$ cat config.mk
export PLATFORM = sky130hd
export DESIGN_NAME = result_checker_multi
export DESIGN_NICKNAME = d
export VERILOG_FILES = /design/src/rtl/result_checker_multi.sv
export SDC_FILE = /design/constraint.sdc
export NUM_CORES = 1
export LEC_CHECK = 0
export CAP_MARGIN = 20
export CORE_MARGIN = 2
export CORE_UTILIZATION = 50
export CTS_BUF_LIST = sky130_fd_sc_hd__clkbuf_2
export CTS_CLUSTER_DIAMETER = 80
export DETAILED_ROUTE_END_ITERATION = 10
export PLACE_DENSITY = 0.68
export SYNTH_ARGS = -nofsm -noshare
export SYNTH_HDL_FRONTEND = slang
export SYNTH_SLANG_ARGS = --single-unit
$ cat constraint.sdc
create_clock -name clk -period 5.15 [get_ports clk]
set_clock_uncertainty 0.2 [all_clocks]
set_input_delay 1.03 -clock clk [delete_from_list [all_inputs] [get_ports clk]]
set_output_delay 1.03 -clock clk [all_outputs]
set_load 0.01 [all_outputs]
$ cat src/rtl/result_checker_multi.sv
`default_nettype none
// ============================================================================
// result_checker_multi : arms on a begin symbol, checks test-port writes
//                        against a loadable table, reports pass/fail/timeout
// Rev 1.0
// ============================================================================
module result_checker_multi #(
   parameter int unsigned        ADDR_W     = 30,
   parameter int unsigned        DATA_W     = 32,
   parameter logic [ADDR_W-1:0]  TEST_PORT  = 30'h10,
   parameter logic [DATA_W-1:0]  BEGIN_SYM  = 32'h00000168,
   parameter int unsigned        MAX_CHECKS = 32,
   parameter bit                 BYTE_SWAP  = 1'b1,
   parameter int unsigned        TIMEOUT    = 16'hFFFF,
   parameter int unsigned        ERR_W      = 8,
   parameter int unsigned        DUR_W      = 16,
   localparam int unsigned       IDX_W      = $clog2(MAX_CHECKS + 1)
) (
   input  logic              clk,
   input  logic              rst,
   input  logic [ADDR_W-1:0] addr,
   input  logic [DATA_W-1:0] data,
   input  logic              wen,
   input  logic [IDX_W-1:0]  check_num,
   input  logic              exp_we,
   input  logic [IDX_W-1:0]  exp_idx,
   input  logic [DATA_W-1:0] exp_data,
   output logic              busy,
   output logic              finish,
   output logic              timeout,
   output logic [ERR_W-1:0]  error_num,
   output logic [DUR_W-1:0]  duration,
   output logic              first_err_valid,
   output logic [IDX_W-1:0]  first_err_idx,
   output logic [DATA_W-1:0] first_err_data
);

   localparam int unsigned TAB_AW = (MAX_CHECKS > 1) ? $clog2(MAX_CHECKS) : 1;

   typedef enum logic [1:0] {
      S_IDLE   = 2'd0,
      S_CHECK  = 2'd1,
      S_REPORT = 2'd2,
      S_TOUT   = 2'd3
   } state_t;

   state_t              state_q, state_d;
   logic [ERR_W-1:0]    error_num_q, error_num_d;
   logic [DUR_W-1:0]    duration_q, duration_d;
   logic [IDX_W-1:0]    idx_q, idx_d;
   logic [IDX_W-1:0]    n_q, n_d;
   logic                track_q, track_d;
   logic                fe_valid_q, fe_valid_d;
   logic [IDX_W-1:0]    fe_idx_q, fe_idx_d;
   logic [DATA_W-1:0]   fe_data_q, fe_data_d;

   logic [DATA_W-1:0]   tbl_q [MAX_CHECKS];
   logic [DATA_W-1:0]   dmod;
   logic [DATA_W-1:0]   exp_word;
   logic                hit;
   logic                accept;
   logic                tbl_we;

   // The bus is little-endian; the table holds values in readable order.
   generate
      if (BYTE_SWAP) begin : g_swap
         for (genvar b = 0; b < DATA_W / 8; b++) begin : g_byte
            assign dmod[8*b +: 8] = data[DATA_W-8-8*b +: 8];
         end
      end else begin : g_noswap
         assign dmod = data;
      end
   endgenerate

   assign hit      = wen && (addr == TEST_PORT);
   assign accept   = hit && !track_q;
   assign exp_word = (idx_q < IDX_W'(MAX_CHECKS)) ? tbl_q[idx_q[TAB_AW-1:0]] : '0;
   assign tbl_we   = exp_we && (state_q == S_IDLE) && (exp_idx < IDX_W'(MAX_CHECKS));

   always_ff @(posedge clk) begin
      if (tbl_we) begin
         tbl_q[exp_idx[TAB_AW-1:0]] <= exp_data;
      end
   end

   always_comb begin
      state_d     = state_q;
      error_num_d = error_num_q;
      duration_d  = duration_q;
      idx_d       = idx_q;
      n_d         = n_q;
      track_d     = wen;
      fe_valid_d  = fe_valid_q;
      fe_idx_d    = fe_idx_q;
      fe_data_d   = fe_data_q;
      case (state_q)
         S_IDLE: begin
            if (hit && (dmod == BEGIN_SYM)) begin
               state_d     = S_CHECK;
               error_num_d = '0;
               duration_d  = '0;
               idx_d       = '0;
               fe_valid_d  = 1'b0;
               n_d         = check_num;
            end
         end
         S_CHECK: begin
            // Exit decisions use registered idx; counters freeze on the exit cycle.
            if (idx_q == n_q) begin
               state_d = S_REPORT;
            end else if (duration_q == DUR_W'(TIMEOUT)) begin
               state_d = S_TOUT;
            end else begin
               if (duration_q != '1) duration_d = duration_q + DUR_W'(1);
               if (accept) begin
                  idx_d = idx_q + IDX_W'(1);
                  if (dmod != exp_word) begin
                     if (error_num_q != '1) error_num_d = error_num_q + ERR_W'(1);
                     if (!fe_valid_q) begin
                        fe_valid_d = 1'b1;
                        fe_idx_d   = idx_q;
                        fe_data_d  = dmod;
                     end
                  end
               end
            end
         end
         default: ;
      endcase
   end

   always_ff @(posedge clk or negedge rst) begin
      if (!rst) begin
         state_q     <= S_IDLE;
         error_num_q <= '1;
         duration_q  <= '0;
         idx_q       <= '0;
         n_q         <= '0;
         track_q     <= 1'b0;
         fe_valid_q  <= 1'b0;
         fe_idx_q    <= '0;
         fe_data_q   <= '0;
      end else begin
         state_q     <= state_d;
         error_num_q <= error_num_d;
         duration_q  <= duration_d;
         idx_q       <= idx_d;
         n_q         <= n_d;
         track_q     <= track_d;
         fe_valid_q  <= fe_valid_d;
         fe_idx_q    <= fe_idx_d;
         fe_data_q   <= fe_data_d;
      end
   end

   assign busy            = (state_q == S_CHECK);
   assign finish          = (state_q == S_REPORT) || (state_q == S_TOUT);
   assign timeout         = (state_q == S_TOUT);
   assign error_num       = error_num_q;
   assign duration        = duration_q;
   assign first_err_valid = fe_valid_q;
   assign first_err_idx   = fe_idx_q;
   assign first_err_data  = fe_data_q;

endmodule
`default_nettype wire

==> out/metrics.yaml <==
placed_design:
  gp_congestion: 0.953
  place_area_um2: 48100
  dpl.cell_count: 3676
  hpwl_um: 74600
  port_buffers: 175
  pre_cts_ws_ns: 0.157
clock_network:
  clk_latency_ns: 1.49
  root_buffer: "clkbuf_2"
  cts-htree-levels: 5
  cts_tree: "yes"
  cts_made_buffers: 286
  clockBufferDepth: 4
  clock_sinks: 1102
  clk_pin_slew_ns: 0.13
  post_cts_buffers: 0
worst_setup_path:
  critPathTopFamily: "simple AND/OR/NAND/NOR gates"
  worstPathArrival_ns: 6.15
  cp_slowest_stage_delay_ns: 0.56
  crit_path_max_fanout: 42
  worstPathRequired_ns: 6.23
  cp-end-kind: "flop"
  cp-start-kind: "flop"
  critical_path_class: "reg2reg"
  path_cells: "buf_12 > and2_1 > a221oi_1 > nand2_1 > a22oi_1 > mux2_2 > nor4b_1 > or4b_4 > nor4_4 > or3_4 > buf_12 > mux2_2"
  critPathBufInv: 2
  cpMaxStageDelayCell: "a22oi_1"
cells_and_area:
  instances_no_fill: 4170
  drive_above_1_share: 0.276
  final_core_util: 0.585
  layout_common_cells: "edfxtp_1 (1,024), clkbuf_2 (406), mux2i_1 (266)"
  area_growth_pct: 15.9
  final_cell_area_um2: 50700
  fillCellCount: 6542
  final_nets: 2939
  final_common_cell: "edfxtp_1"
timing:
  rsz0062_at_grt: "false"
  setup_ws_ns: 0.0806
  timing.fmax_ghz: 0.197
  min_period_ns: 5.07
  tightest_slew_ns: 1.14
  maxSlewHeadroom: 0.236
  maxSlewViolCount: 0
  setup_viol: 0
  hold_viol_final: 0
  holdWs_ns: 0.118
  tns_ns: 0
  fin_crit_sh: 0.984
job:
  maxCapViolCount: 0
detailed_routing:
  drt_iter0_drc: 2951
  drc_errors: 0
  first_pass_iters: 6
  viasPerCell: 6.20
  num_vias: 25900
  ant_nets: 0
  routed_wl_um: 127000
  wl_per_cell_um: 30.6
power_and_ir_drop:
  powerDensity_nw_per_um2: 312
  swShare: 0.230
  power_mw: 15.9
  switchingPower_mw: 3.64
  power_frac_comb: 0.025
  seqPwrFrac: 0.621
  p_int_mw: 12.2
  p_leak_nw: 16.5
  clockPowerShare: 0.354
  irDropWorstVdd_v: 0.000216
logic_synthesis:
  yosysWarnings: 0
  synth_cell_types: 78
  syn-num-nets: 2428
  syn_inst: 2315
  syn_area_per_cell_um2: 18.9
  synth_edf_count: 1024
  synth-main-ff-cell: "edfxtp_1"
  ys_ff_latch: 1102
  async_reset_ff_frac: 0.0708
  syn_area_um2: 43800
  yosysSeqAreaShare: 0.747
global_routing:
  grt_use_total: 0.281
  grt.overflow.total: 0
  grt_max_degree: 53
  grt_pass1_vias: 25800
  antenna_found_initial: 6
  grt_pass1_wl_um: 178000
die:
  num_io_pins: 176
  core-area_um2: 86800
  die_y_um: 300
  num_rows: 108
  initial_core_util: 0.505
  die_w_um: 300
  die_area_um2: 90000
run_status:
  outcome: "completed"
min_path:
  hp-class: "in2reg"
[power by group through the flow]
stage / combinational [mW] / clock (mW) / sequential [mW]
floorplan: 0.0557 / 0 / 10.0
global placement: 0.348 / 0 / 10.0
detailed placement: 0.362 / 0 / 10.0
CTS: 0.372 / 5.73 / 9.85
global route: 0.410 / 6.17 / 9.85
finish: 0.393 / 5.62 / 9.84
[routing by layer]
layer / track usage / wire length, µm / part of all wire / vias up
met5: 0 / 48 / 0.00038 / -
met4: 0.118 / 5130 / 0.040 / 8
met3: 0.0729 / 13000 / 0.10 / 317
met2: 0.457 / 61300 / 0.48 / 1713
met1: 0.363 / 47900 / 0.38 / 13100
li1: - / - / - / 10700
[cells by family after synthesis]
logic type	share of synthesized area
XOR/XNOR	0.00480
AO/OA/AOI/OAI	0.0499
adder cells (fa/ha/maj)	0.000857
flip-flops	0.747
buffers and inverters	0.0218
AND/OR/NAND/NOR	0.0339
multiplexers	0.142
[synthesized netlist by cell type (22+ instances only)]
cell type | n | area [µm²]
o22ai_1 | 61 | 382
mux2_2 | 48 | 541
a21oi_1 | 36 | 180
edfxtp_1 | 1024 | 30700
buf_2 | 23 | 115
nand2_1 | 55 | 206
o21ai_0 | 36 | 180
mux2i_1 | 266 | 2660
o221ai_1 | 29 | 254
nand3_1 | 22 | 110
dfrtp_1 | 70 | 1750
nor2_1 | 85 | 319
a221oi_1 | 31 | 272
nor3_1 | 27 | 135
clkbuf_1 | 46 | 173
mux4_2 | 121 | 2730
[repair_timing]
action	in CTS	in global routing
hold buffers	11	0
endpoints found under the hold margin	86	0
resized for setup	0	2
endpoints found under the setup margin	0	16
[path summary, 6_finish.rpt]
| path | startpoint | end | slack, ns | cells past startpoint |
|---|---|---|---|---|
| min | exp_data[19] | tbl_q[7][19] | 0.12 | 1 |
| max | idx_q[1] | first_err_data[10] | 0.08 | 12 |
| max in group asynchronous | rst | first_err_data[30] | 3.68 | 4 |
| min in group asynchronous | rst | n_q[0] | 0.48 | 3 |
| max reg2reg | idx_q[1] | first_err_data[10] | 0.08 | 12 |
| min reg2reg | error_num[1] | error_num[1] | 0.31 | 2 |
[state kept, by name, summed over array words and instances (netlist names), 2 cells and up]
name / count
tbl_q: 1024
n_q: 6
error_num: 8
duration: 16
state_q: 2
first_err_idx: 6
idx_q: 6
first_err_data: 32
[layout make-up]
cell class	instances	area [µm²]	area share
timing repair buffer	349	3750	0.0738
clock buffer	406	2030	0.0400
clock inverter	66	334	0.00658
antenna	5	12.5	0.000247
tap	1155	1450	0.0285
multi-input combinational	1076	10400	0.205
sequential	1102	32700	0.645
inverter	11	41.3	0.000814
(Power assumes the default switching activity.)
